## config.mk

```make
export PLATFORM = sky130hd
export DESIGN_NAME = phys_free_list
export DESIGN_NICKNAME = d
export VERILOG_FILES = /design/src/rtl/phys_free_list.sv
export SDC_FILE = /design/constraint.sdc
export NUM_CORES = 1
export LEC_CHECK = 0
export ABC_AREA = 1
export CAP_MARGIN = 40
export CORE_MARGIN = 5
export CORE_UTILIZATION = 40
export CTS_BUF_LIST = sky130_fd_sc_hd__clkbuf_16
export DETAILED_ROUTE_END_ITERATION = 6
export SYNTH_ARGS = -nofsm -noshare
export SYNTH_HDL_FRONTEND = slang
export SYNTH_SLANG_ARGS = --single-unit
```

## constraint.sdc

```tcl
create_clock -name CLK -period 5.2 [get_ports CLK]
set_input_delay 1.04 -clock CLK [delete_from_list [all_inputs] [get_ports CLK]]
set_output_delay 1.04 -clock CLK [all_outputs]
set_load 0.1 [all_outputs]
```

## src/rtl/phys_free_list.sv

```systemverilog
// Physical register free list: circular tag buffer with speculative head,
// commit head and tail. FREELIST_ERROR_CHK_EN adds a sticky misuse flag.
module phys_free_list #(
    parameter int PHYS_ADDRWIDTH = 6,
    parameter int NUM_ARCH       = 32
) (
    input  logic                      CLK,
    input  logic                      RESET,
    input  logic                      FREEZE,
    input  logic                      tFL_allocReq_IN,
    output logic [PHYS_ADDRWIDTH-1:0] fFL_headReg_OUT,
    output logic                      fFL_empty_OUT,
    output logic [PHYS_ADDRWIDTH:0]   fFL_count_OUT,
    input  logic                      tFL_releaseReq_IN,
    input  logic [PHYS_ADDRWIDTH-1:0] tFL_releaseReg_IN,
    input  logic                      tFL_retireAlloc_IN,
    input  logic                      tFL_flush_IN,
    output logic                      fFL_error_OUT
);
    localparam int PW       = PHYS_ADDRWIDTH + 1;
    localparam int NUM_PHYS = 1 << PHYS_ADDRWIDTH;
    localparam int NUM_FREE = NUM_PHYS - NUM_ARCH;
    localparam logic [PW-1:0] FULL_OCC   = PW'(NUM_PHYS);
    localparam logic [PW-1:0] RESET_TAIL = PW'(NUM_FREE);

    logic [PHYS_ADDRWIDTH-1:0] fl_buf [NUM_PHYS];
    logic [PW-1:0] spec_head, commit_head, tail;
    logic [PW-1:0] spec_next, commit_next, tail_next;
    logic [PW-1:0] count, occupancy;
    logic          empty, full, head_eq;
    logic          do_alloc, do_release, do_retire;

    always_comb begin
        count      = tail - spec_head;
        occupancy  = tail - commit_head;
        empty      = (count == '0);
        full       = (occupancy == FULL_OCC);
        head_eq    = (commit_head == spec_head);
        // a flush discards the speculative head, so a same-cycle alloc is dropped
        do_alloc   = tFL_allocReq_IN && !empty && !tFL_flush_IN;
        do_release = tFL_releaseReq_IN && !full;
        do_retire  = tFL_retireAlloc_IN && !head_eq;
        commit_next = commit_head + PW'(do_retire);
        spec_next   = tFL_flush_IN ? commit_next : spec_head + PW'(do_alloc);
        tail_next   = tail + PW'(do_release);
    end

    always_ff @(posedge CLK) begin
        if (!RESET) begin
            spec_head   <= '0;
            commit_head <= '0;
            tail        <= RESET_TAIL;
            for (int i = 0; i < NUM_PHYS; i++)
                fl_buf[i] <= (i < NUM_FREE) ? PHYS_ADDRWIDTH'(NUM_ARCH + i) : '0;
        end else if (!FREEZE) begin
            spec_head   <= spec_next;
            commit_head <= commit_next;
            tail        <= tail_next;
            if (do_release)
                fl_buf[tail[PHYS_ADDRWIDTH-1:0]] <= tFL_releaseReg_IN;
        end
    end

    assign fFL_count_OUT   = count;
    assign fFL_empty_OUT   = empty;
    assign fFL_headReg_OUT = fl_buf[spec_head[PHYS_ADDRWIDTH-1:0]];

`ifdef FREELIST_ERROR_CHK_EN
    logic error_q;
    logic misuse;

    assign misuse = (tFL_allocReq_IN && empty) ||
                    (tFL_releaseReq_IN && full) ||
                    (tFL_retireAlloc_IN && head_eq);

    always_ff @(posedge CLK) begin
        if (!RESET)
            error_q <= 1'b0;
        else if (!FREEZE && misuse)
            error_q <= 1'b1;
    end

    assign fFL_error_OUT = error_q;
`else
    assign fFL_error_OUT = 1'b0;
`endif

endmodule

```

# Yosys cells after proc, flatten, opt, wreduce, memory -nomap -nowiden

Memory sizes are Yosys's and may differ from the RTL's. A register that Yosys moved wholly into a read port is not among the register bits.
Cells that the tools add are included.
W data, S select, Z words.

Input bits: 13
Latch bits: 0
Output and inout port bits: 15
Word-level logic and storage cells: 32
Memories kept: 1
RAM bits: 384
Bits in registers: 21
ROM bits: 0

Muxes and demuxes: 11
Bitwise operators: 0
Add/sub/neg operators: 5
Multiply operators: 0
Shift-type cells: 0
Divide/modulo/power cells: 0
Magnitude comparators: 0
Reductions and logical operators: 10
Eq/ne operators: 2

Memory list:

| name   | words | width | rd ports | clocked after memory_dff | wr ports | line | RTL |
|---|---|---|---|---|---|---|---|
| fl_buf | 64    | 6     | 1        | 1                        | 64       | 26   | `logic [PHYS_ADDRWIDTH-1:0] fl_buf [NUM_PHYS];` |

Operators by type and width:

| kind                 | count |
|---|---|
| $mux W6              | 4 |
| $add A7 B1 Y7        | 3 |
| $sub A7 B7 Y7        | 2 |
| $eq A7 B7 Y1         | 1 |
| $eq A7 B7 Y1 const B | 1 |
| $logic_not A7 Y1     | 1 |
| $mux W7              | 1 |
| $mux W1              | 6 |
| $reduce_or A6 Y1     | 1 |
| $logic_and A1 B1 Y1  | 4 |
| $logic_not A1 Y1     | 4 |

# Longest topological paths before layout

Gate-level depths: netlist of run 1.

Word-level depth: 10
Depth in mapped cells: 20
Mapped depth without buffers: 20

# Least setup slack after synthesis of run 1

OpenSTA, ideal clock, no wires.

Path type: reg-to-output
Start point: register tail[0]
End point: output fFL_empty_OUT
Arrival: 3.498 ns
Required time: 4.160 ns
Setup slack: 0.662 ns
Buffers on the path: 0
Stages on the path, launching flop included: 10
Cell sequence: dfxtp_1 inv_1 ha_1 fa_1 xnor2_1 nor3_1 nand3_1 nor2_1 nand3_1 inv_1

Cells in the longest elaborated chain, start to end: 2

Ends and longest elaborated chain:

| item                   | line | RTL |
|---|---|---|
| from (decl)            | 27   | `logic [PW-1:0] spec_head, commit_head, tail;` |
| from (signal assigned) | 58   | `tail <= tail_next;` |
| $sub A7 B7 Y7          | 34   | `count = tail - spec_head;` |
| net fFL_count_OUT[2]   | 13   | `output logic [PHYS_ADDRWIDTH:0] fFL_count_OUT,` |
| $logic_not A7 Y1       | 36   | `empty = (count == '0);` |
| to (decl)              | 12   | `output logic fFL_empty_OUT,` |

The timed path passes the listed nets, and every way through them passes these cells.

==> results of run 1 <==
worst max-delay path: cells and delay by family (launching register included):
| kind | cells | cell delay, ns |
|---|---|---|
| buf+inv | 3 | 1.39 |
| simple gates | 7 | 0.79 |
| flops | 1 | 0.44 |
layout make-up:
cell class	count	share of cell area
multi-input cells	1619	0.3286
clock inverters	33	0.008308
clock buffers	47	0.05138
repair buffers	64	0.02984
well taps	680	0.03717
inverters	103	0.01700
flip-flops and latches	411	0.5277
synth_stat cells (3+ instances only):
cell type | n | area, um^2
nand3_1 | 343 | 1717
nand4_4 | 29 | 616.8
inv_2 | 7 | 26.28
xor2_1 | 8 | 70.07
xnor2_1 | 6 | 52.55
nor3_1 | 13 | 65.06
o22ai_1 | 5 | 31.28
clkbuf_1 | 89 | 334.1
buf_2 | 45 | 225.2
a21oi_1 | 14 | 70.07
ha_1 | 18 | 225.2
nand2_1 | 716 | 2688
edfxtp_1 | 384 | 11530
nand4_1 | 38 | 237.7
inv_1 | 94 | 352.8
buf_8 | 3 | 45.04
o21ai_0 | 20 | 100.1
buf_1 | 12 | 45.04
buf_4 | 6 | 45.04
nand4_2 | 5 | 62.56
dfxtp_1 | 27 | 540.5
nor2_1 | 391 | 1468
worst paths after layout:
path / startpoint / slack, ns / to
max: register / 0.95 / fFL_headReg_OUT[5]
min: tail[6] / 0.54 / tail[6]
max reg2reg: commit_head[3] / 1.74 / fl_buf[61][3]
min reg2reg: tail[6] / 0.54 / tail[6]
state kept, by name, summed over array words and instances, names as in the netlist, named ones only:
register / flops
spec_head: 7
commit_head: 7
tail: 7
fl_buf: 384
stage by stage:
stage	power, uW	std cells
after global routing	7991	2957
after global placement	4721	2866
after floorplan	4429	2289
after CTS	7767	2957
final	7732	2957
after detailed placement	4771	2877
power by group through the flow:
stage               sequential, uW  combinational, uW  clock, uW
floorplan                     3770                655          0
global placement              3790                932          0
detailed placement            3790                980          0
CTS                           3720                982       3060
global route                  3730               1060       3200
finish                        3720                987       3020
kinds of logic after synthesis:
family                   Yosys count  share of synthesized area
AND/OR/NAND/NOR                 1539                     0.3329
AO/OA/AOI/OAI                     46                    0.01235
flip-flops                       411                     0.5839
XOR/XNOR                          14                   0.005931
other                              1                  0.0001814
adder cells (fa/ha/maj)           19                    0.01186
buffers and inverters            259                    0.05284
metal layers:
layer / wire length (um) / track usage / up-vias
li1: - / - / 7571
met1: 24710 / 0.2813 / 7666
met2: 27110 / 0.3299 / 660
met3: 5196 / 0.04072 / 131
met4: 2058 / 0.07014 / 0
met5: 0 / 0 / -
==> results.json, run 1 <==
{
  "run_status": "finished clean",
  "drtPass1Iterations": 5,
  "utilization": 0.4462,
  "final_common_cell": "nand2_1",
  "antenna_found_initial": 0,
  "drive_gt1_frac": 0.06719,
  "slew_viol_final": 0,
  "finalInstanceArea_um2": 22890,
  "port_buffers": 26,
  "hold_class": "register to register",
  "vias": 16028,
  "final_antenna_net_count": 0,
  "postCtsResizedCells": 0,
  "synth_nets": 2321,
  "initial_core_util": 0.4030,
  "wl_per_cell_um": 19.98,
  "finalClockSkew_ns": 0.03367,
  "routed_via_density": 5.420,
  "seqPwrFrac": 0.481,
  "tightest_slew_ns": 0.9178,
  "clk_latency_ns": 0.59,
  "place_hpwl_um": 36450,
  "wirelength_um": 59070,
  "power.clock.fraction": 0.391,
  "leakage_uw": 0.008521,
  "ir_drop_uv": 197.4,
  "period_share": 0.8172,
  "area_growth_pct": 10.73,
  "cts_tree": "yes",
  "cts-root-buf": "clkbuf_16",
  "crit_arrival_ns": 3.21,
  "cp_slowest_cell": "inv_2",
  "multi_input_area_um2": 7522,
  "die_width_um": 237.3,
  "netlist_area_um2": 20670,
  "fmax_mhz": 235.3,
  "drtIter0Drc": 1724,
  "clockBufferDepth": 3,
  "power_density_nw_per_um2": 337.8,
  "htreeDepth": 2,
  "grt_pass1_vias": 15585,
  "overflow": 0,
  "final_cell_mix": "715 x nand2_1, 391 x nor2_1, 384 x edfxtp_1",
  "ios": 28,
  "hold_viol": 0,
  "synth_cell_types": 35,
  "dieArea_um2": 56330,
  "crit_fanout": 45,
  "fin_crit_ns": 4.249,
  "crit_required_ns": 4.16,
  "swShare": 0.2699,
  "grt_pass1_wl_um": 90940,
  "cts_sinks": 411,
  "fillers": 4953,
  "crit_path_start_kind": "register",
  "finalSetupTns_ns": 0,
  "p_int_uw": 5645,
  "whs_ns": 0.5367,
  "hold_buffers": 0,
  "end_kind": "primary output",
  "diodes": 0,
  "core_um2": 51300,
  "ys_seq_area_frac": 0.5839,
  "fin_ws_ns": 0.9506,
  "comb_power_share": 0.128,
  "grt_max_degree": 193,
  "grt_usage": 0.2055,
  "die_h_um": 237.3,
  "cp_cell_sequence": "inv_2 > buf_4 > nand3_1 > nand3_1 > nand2_1 > nand2_1 > nand3_1 > nand3_1 > nand2_1 > buf_4",
  "nets": 2276,
  "crit_type": "register to primary output",
  "drv_cap": 0,
  "rr_worst_depth": 11,
  "dpl_cell_area_um2": 21530,
  "seq_area_um2": 12080,
  "synth_edf_count": 384,
  "yosys_warnings": 0,
  "dpl_worst_slack_ns": 1.569,
  "drc_errors": 0,
  "ys_seq_elements": 411,
  "rows": 83,
  "slowest_delay_ns": 0.69,
  "cts_buffers": 45,
  "rsz0062_at_grt": "false",
  "cpMostUsedCell": "nand3_1",
  "synth_top_flop_cell": "edfxtp_1",
  "gp_congestion": 0.9325,
  "synthCells": 2289,
  "max_slew_margin": 0.3882,
  "final-setup-viol-count": 0,
  "synth-async-reset-ratio": 0,
  "switchingPower_uw": 2087,
  "cts_setup_buffers": 0,
  "clk_pin_slew_ns": 0.06,
  "avgSynthCellArea_um2": 9.032,
  "holdPathStages": 1
}
Power figures use the tool's default switching activity.
==> inputs of run 2 (changes only) <==
- clock period: 5.2 -> 4.3 ns (I/O delays scaled with it)
==> run 2 against run 1 <==
Critical path depth grew 1; combinational power is 20% higher; clock-buffer cell count shrank 1; first-iteration DRC count is 8.4% higher; sequential cell count stayed put; clock skew fell by 0.017 ns; cell count rose by 0.14%; sequential share of layout area decreased by 0.45 points; register-to-register slack worse by 0.78 ns; non-clock buffer count shrank 1; via count shrank 0.25%; largest cell class unchanged.
==> results.json, run 2 (synthesis gave the netlist of run 1 again) <==
{
  "comb_power_share": 0.122,
  "drtPass1Iterations": 5,
  "htreeDepth": 2,
  "nets": 2276,
  "clk_latency_ns": 0.59,
  "vias": 15988,
  "place_hpwl_um": 36460,
  "clk_pin_slew_ns": 0.06,
  "crit_required_ns": 3.44,
  "clockBufferDepth": 3,
  "cts_buffers": 46,
  "routed_via_density": 5.400,
  "crit_arrival_ns": 3.00,
  "drv_cap": 0,
  "cts_sinks": 411,
  "diodes": 0,
  "crit_path_start_kind": "register",
  "drtIter0Drc": 1868,
  "ir_drop_uv": 261.7,
  "power.clock.fraction": 0.411,
  "fmax_mhz": 258.8,
  "core_um2": 51300,
  "fin_crit_ns": 3.865,
  "rows": 83,
  "final_common_cell": "nand2_1",
  "swShare": 0.2681,
  "wirelength_um": 57910,
  "grt_max_degree": 114,
  "r2r_end": "fl_buf[61][4]",
  "seq_area_um2": 12080,
  "run_status": "finished clean",
  "cts_tree": "yes",
  "port_buffers": 26,
  "critPathCapture": "fFL_headReg_OUT[0]",
  "fillers": 4953,
  "end_kind": "primary output",
  "final-setup-viol-count": 0,
  "largest_reg_flops": 384,
  "rsz0062_at_grt": "false",
  "r2r-start": "tail[5]",
  "final_antenna_net_count": 0,
  "gp_congestion": 0.9174,
  "drc_errors": 0,
  "overflow": 0,
  "max_slew_margin": 0.4037,
  "cts_setup_buffers": 0,
  "regToRegSetupSlack_ns": 0.96,
  "dieArea_um2": 56330,
  "postCtsResizedCells": 0,
  "crit_fanout": 51,
  "die_width_um": 237.3,
  "period_share": 0.8987,
  "leakage_uw": 0.008612,
  "antenna_found_initial": 0,
  "power_density_nw_per_um2": 418.3,
  "seqPwrFrac": 0.467,
  "grt_usage": 0.2029,
  "finalSetupTns_ns": 0,
  "die_h_um": 237.3,
  "drive_gt1_frac": 0.07409,
  "hold_buffers": 0,
  "switchingPower_uw": 2589,
  "cts-root-buf": "clkbuf_16",
  "tightest_slew_ns": 0.8932,
  "area_growth_pct": 11.67,
  "grt_pass1_vias": 15281,
  "hold_class": "register to register",
  "slew_viol_final": 0,
  "largest-register": "fl_buf",
  "wl_per_cell_um": 19.56,
  "hold_viol": 0,
  "finalClockSkew_ns": 0.01661,
  "utilization": 0.4500,
  "final_cell_mix": "715 x nand2_1, 391 x nor2_1, 384 x edfxtp_1",
  "ios": 28,
  "rr_worst_depth": 11,
  "grt_pass1_wl_um": 89840,
  "crit_type": "register to primary output",
  "multi_input_area_um2": 7537,
  "initial_core_util": 0.4030,
  "p_int_uw": 7069
}
==> run 2: changes by cell type in the layout (fill, tap and decap cells not counted), sizes merged <==
cell / before / now
clkinv: 14 / 17
buf: 47 / 52
clkdlybuf4s50: 17 / 11
clkinvlp: 1 / 2
clkbuf: 47 / 46
bufinv: 2 / 6
inv: 119 / 117
==> run 2: power by group through the flow <==
stage	Clock [uW]	Combinational (uW)	Sequential, uW
detailed placement	0	1170	4590
CTS	4010	1170	4510
floorplan	0	795	4560
global route	4180	1270	4520
global placement	0	1150	4590
finish	3970	1180	4510
==> run 2: routing by layer <==
layer,part of all wire,GRT usage,vias up
met3,0.071,0.02506,112
met5,0,0,-
met2,0.47,0.3315,640
met1,0.43,0.2843,7663
li1,-,-,7573
met4,0.028,0.06524,0
==> run 2: final cells by class <==
| class | count | share of cell area |
|---|---|---|
| multi-input combinational | 1619 | 0.3265 |
| timing repair buffer | 63 | 0.03089 |
| sequential | 411 | 0.5232 |
| inverter | 103 | 0.01685 |
| clock inverter | 39 | 0.01582 |
| clock buffer | 46 | 0.04986 |
| tap | 680 | 0.03685 |
==> run 2: critical path, cell delays in order (launching register included) <==
cell and delay (ns):
dfxtp_4 0.43, inv_4 0.46, buf_12 0.27, nand2_1 0.07
nand3_1 0.09, nand3_1 0.14, nand2_1 0.14, nand2_1 0.07
nand3_1 0.11, nand3_1 0.17, nand2_1 0.23, buf_12 0.20
==> run 2: worst min-delay path by stage <==
stage          startpoint  endpoint  slack, ns  depth (start not counted)
5_1_grt           tail[6]   tail[6]       0.56                          1
4_1_cts           tail[6]   tail[6]       0.51                          1
3_3_place_gp      tail[6]   tail[6]       0.48                          1
3_5_place_dp      tail[6]   tail[6]       0.50                          1
6_report          tail[6]   tail[6]       0.52                          1
2_1_floorplan     tail[6]   tail[6]       0.47                          1
==> run 2: stage by stage <==
stage                     hold slack (ns)  cells  area [um^2]  power (uW)  worst slack [ns]
final                              0.5156   2961        23090        9658            0.4354
after global routing               0.5614   2961        23090        9964            0.2763
after CTS                          0.5094   2961        23090        9696            0.4327
after detailed placement           0.5012   2876        21570        5761             1.019
after global placement             0.4839   2873        21510        5739             1.100
after floorplan                    0.4652   2289        20690        5359            0.5578
==> inputs of run 3 (changes only) <==
- HOLD_SLACK_MARGIN: unset -> 0.12
- SETUP_SLACK_MARGIN: unset -> 0.3
- clock period: 4.3 -> 4.21 ns (I/O delays scaled with it)
==> run 3 against run 2 <==
First-iteration DRC count down 9.1%; critical path type unchanged; utilization down 0.39 points; setup slack lost 0.0014 ns; wire length decreased by 0.42%; largest power group unchanged.
==> results.json, run 3 (synthesis gave the netlist of run 1 again) <==
{
  "final_cell_mix": "715 x nand2_1, 391 x nor2_1, 384 x edfxtp_1",
  "hold_viol": 0,
  "finalClockSkew_ns": 0.01796,
  "ir_drop_uv": 255.8,
  "crit_path_start_kind": "register",
  "grt_max_degree": 193,
  "largest-register": "fl_buf",
  "initial_core_util": 0.4030,
  "leakage_uw": 0.008499,
  "run_status": "finished clean",
  "place_hpwl_um": 35630,
  "clk_pin_slew_ns": 0.06,
  "cp_slowest_cell": "inv_2",
  "wl_met1_um": 23880,
  "clk_latency_ns": 0.58,
  "crit_required_ns": 3.37,
  "die_h_um": 237.3,
  "grt_pass1_wl_um": 87370,
  "cts-root-buf": "clkbuf_16",
  "htreeDepth": 2,
  "max_slew_margin": 0.4467,
  "grt_usage": 0.1983,
  "wl_met2_um": 27120,
  "largest_reg_flops": 384,
  "crit_fanout": 48,
  "cts_sinks": 411,
  "core_um2": 51300,
  "dpl_worst_slack_ns": 0.9072,
  "whs_ns": 0.5281,
  "fmax_mhz": 264.8,
  "antenna_found_initial": 0,
  "rsz0062_at_grt": "false",
  "met3_length_um": 4706,
  "vias": 15821,
  "port_buffers": 26,
  "clockBufferDepth": 3,
  "drc_errors": 0,
  "hold_class": "register to register",
  "drv_cap": 0,
  "end_kind": "primary output",
  "utilization": 0.4461,
  "crit_type": "register to primary output",
  "rows": 83,
  "dieArea_um2": 56330,
  "final_antenna_net_count": 0,
  "slowest_delay_ns": 0.48,
  "drtIter0Drc": 1698,
  "cts_setup_buffers": 0,
  "final-setup-viol-count": 0,
  "hold_buffers": 0,
  "routed.top_layer": "met4",
  "crit_arrival_ns": 2.93,
  "power_density_nw_per_um2": 410.6,
  "grt_pass1_vias": 15266,
  "cpMostUsedCell": "nand3_1",
  "routed_via_density": 5.365,
  "wirelength_um": 57670,
  "nets": 2268,
  "tightest_slew_ns": 0.8288,
  "gp_congestion": 0.8863,
  "cts_buffers": 44,
  "cp_cell_sequence": "inv_2 > buf_12 > nand3_1 > nand3_1 > nand2_1 > nand2_1 > nand3_1 > nand3_1 > nand2_1 > buf_12",
  "fin_crit_ns": 3.776,
  "drive_gt1_frac": 0.06875,
  "finalSetupTns_ns": 0,
  "final_common_cell": "nand2_1",
  "fin_ws_ns": 0.4341,
  "cts_tree": "yes",
  "diodes": 0,
  "area_growth_pct": 10.70,
  "drtPass1Iterations": 5,
  "ios": 28,
  "period_share": 0.8969,
  "wl_per_cell_um": 19.55,
  "slew_viol_final": 0,
  "overflow": 0,
  "die_width_um": 237.3
}
-- run 3: cell types whose count changed in the layout (fill, tap and decap cells not counted), sizes merged --
cell | before | now
buf | 52 | 46
bufinv | 6 | 1
clkinv | 17 | 22
clkinvlp | 2 | 1
clkbuf | 46 | 45
inv | 117 | 114
clkdlybuf4s50 | 11 | 10
-- run 3: cell type report --
class                           instances  area (um^2)
Clock inverter                         35        203.9
Tap cell                              680        850.8
Sequential cell                       411        12080
Clock buffer                           44         1101
Fill cell                            4956        28420
Multi-Input combinational cell       1619         7537
Inverter                              103        391.6
Timing Repair Buffer                   57        720.7
-- run 3: routing by layer --
| metal | up-vias | track usage |
|---|---|---|
| met5 | - | 0 |
| met4 | 0 | 0.06874 |
| met3 | 118 | 0.03736 |
| met2 | 564 | 0.3263 |
| met1 | 7601 | 0.2651 |
| li1 | 7538 | - |
-- run 3: worst max-delay path: cells and delay by family (launching register included) --
kind / cells / cell delay [ns]
buffers and inverters: 3 / 1.01
DFF: 1 / 0.36
and+or+nand+nor: 7 / 0.89
-- run 3: final timing paths --
kind | startpoint | endpoint | slack, ns | cells past startpoint
setup / recovery | register | fFL_headReg_OUT[5] | 0.43 | 10
setup reg to reg | tail[5] | fl_buf[62][3] | 0.81 | 9
hold reg to reg | tail[6] | tail[6] | 0.53 | 1
hold / removal | tail[6] | tail[6] | 0.53 | 1
-- run 3: what timing repair did --
item                                   CTS  global route
resized for setup                        0             2
setup endpoints to repair                0             2
endpoints found under the hold margin    0             0
-- run 3: where the power goes --
group          internal, uW  leakage [uW]  total, uW  switching (uW)
sequential             4550       0.00379       4590            44.4
clock                  1970      0.000679       3580            1610
combinational           301       0.00403       1220             922
total                  6820       0.00850       9400            2580
-- run 3: per-stage QoR --
stage / std cells / instance area [um^2] / total power [uW]
finish: 2949 / 22890 / 9398
global route: 2949 / 22890 / 9723
CTS: 2948 / 22850 / 9428
detailed placement: 2869 / 21550 / 5888
global placement: 2868 / 21520 / 5871
floorplan: 2289 / 20690 / 5473
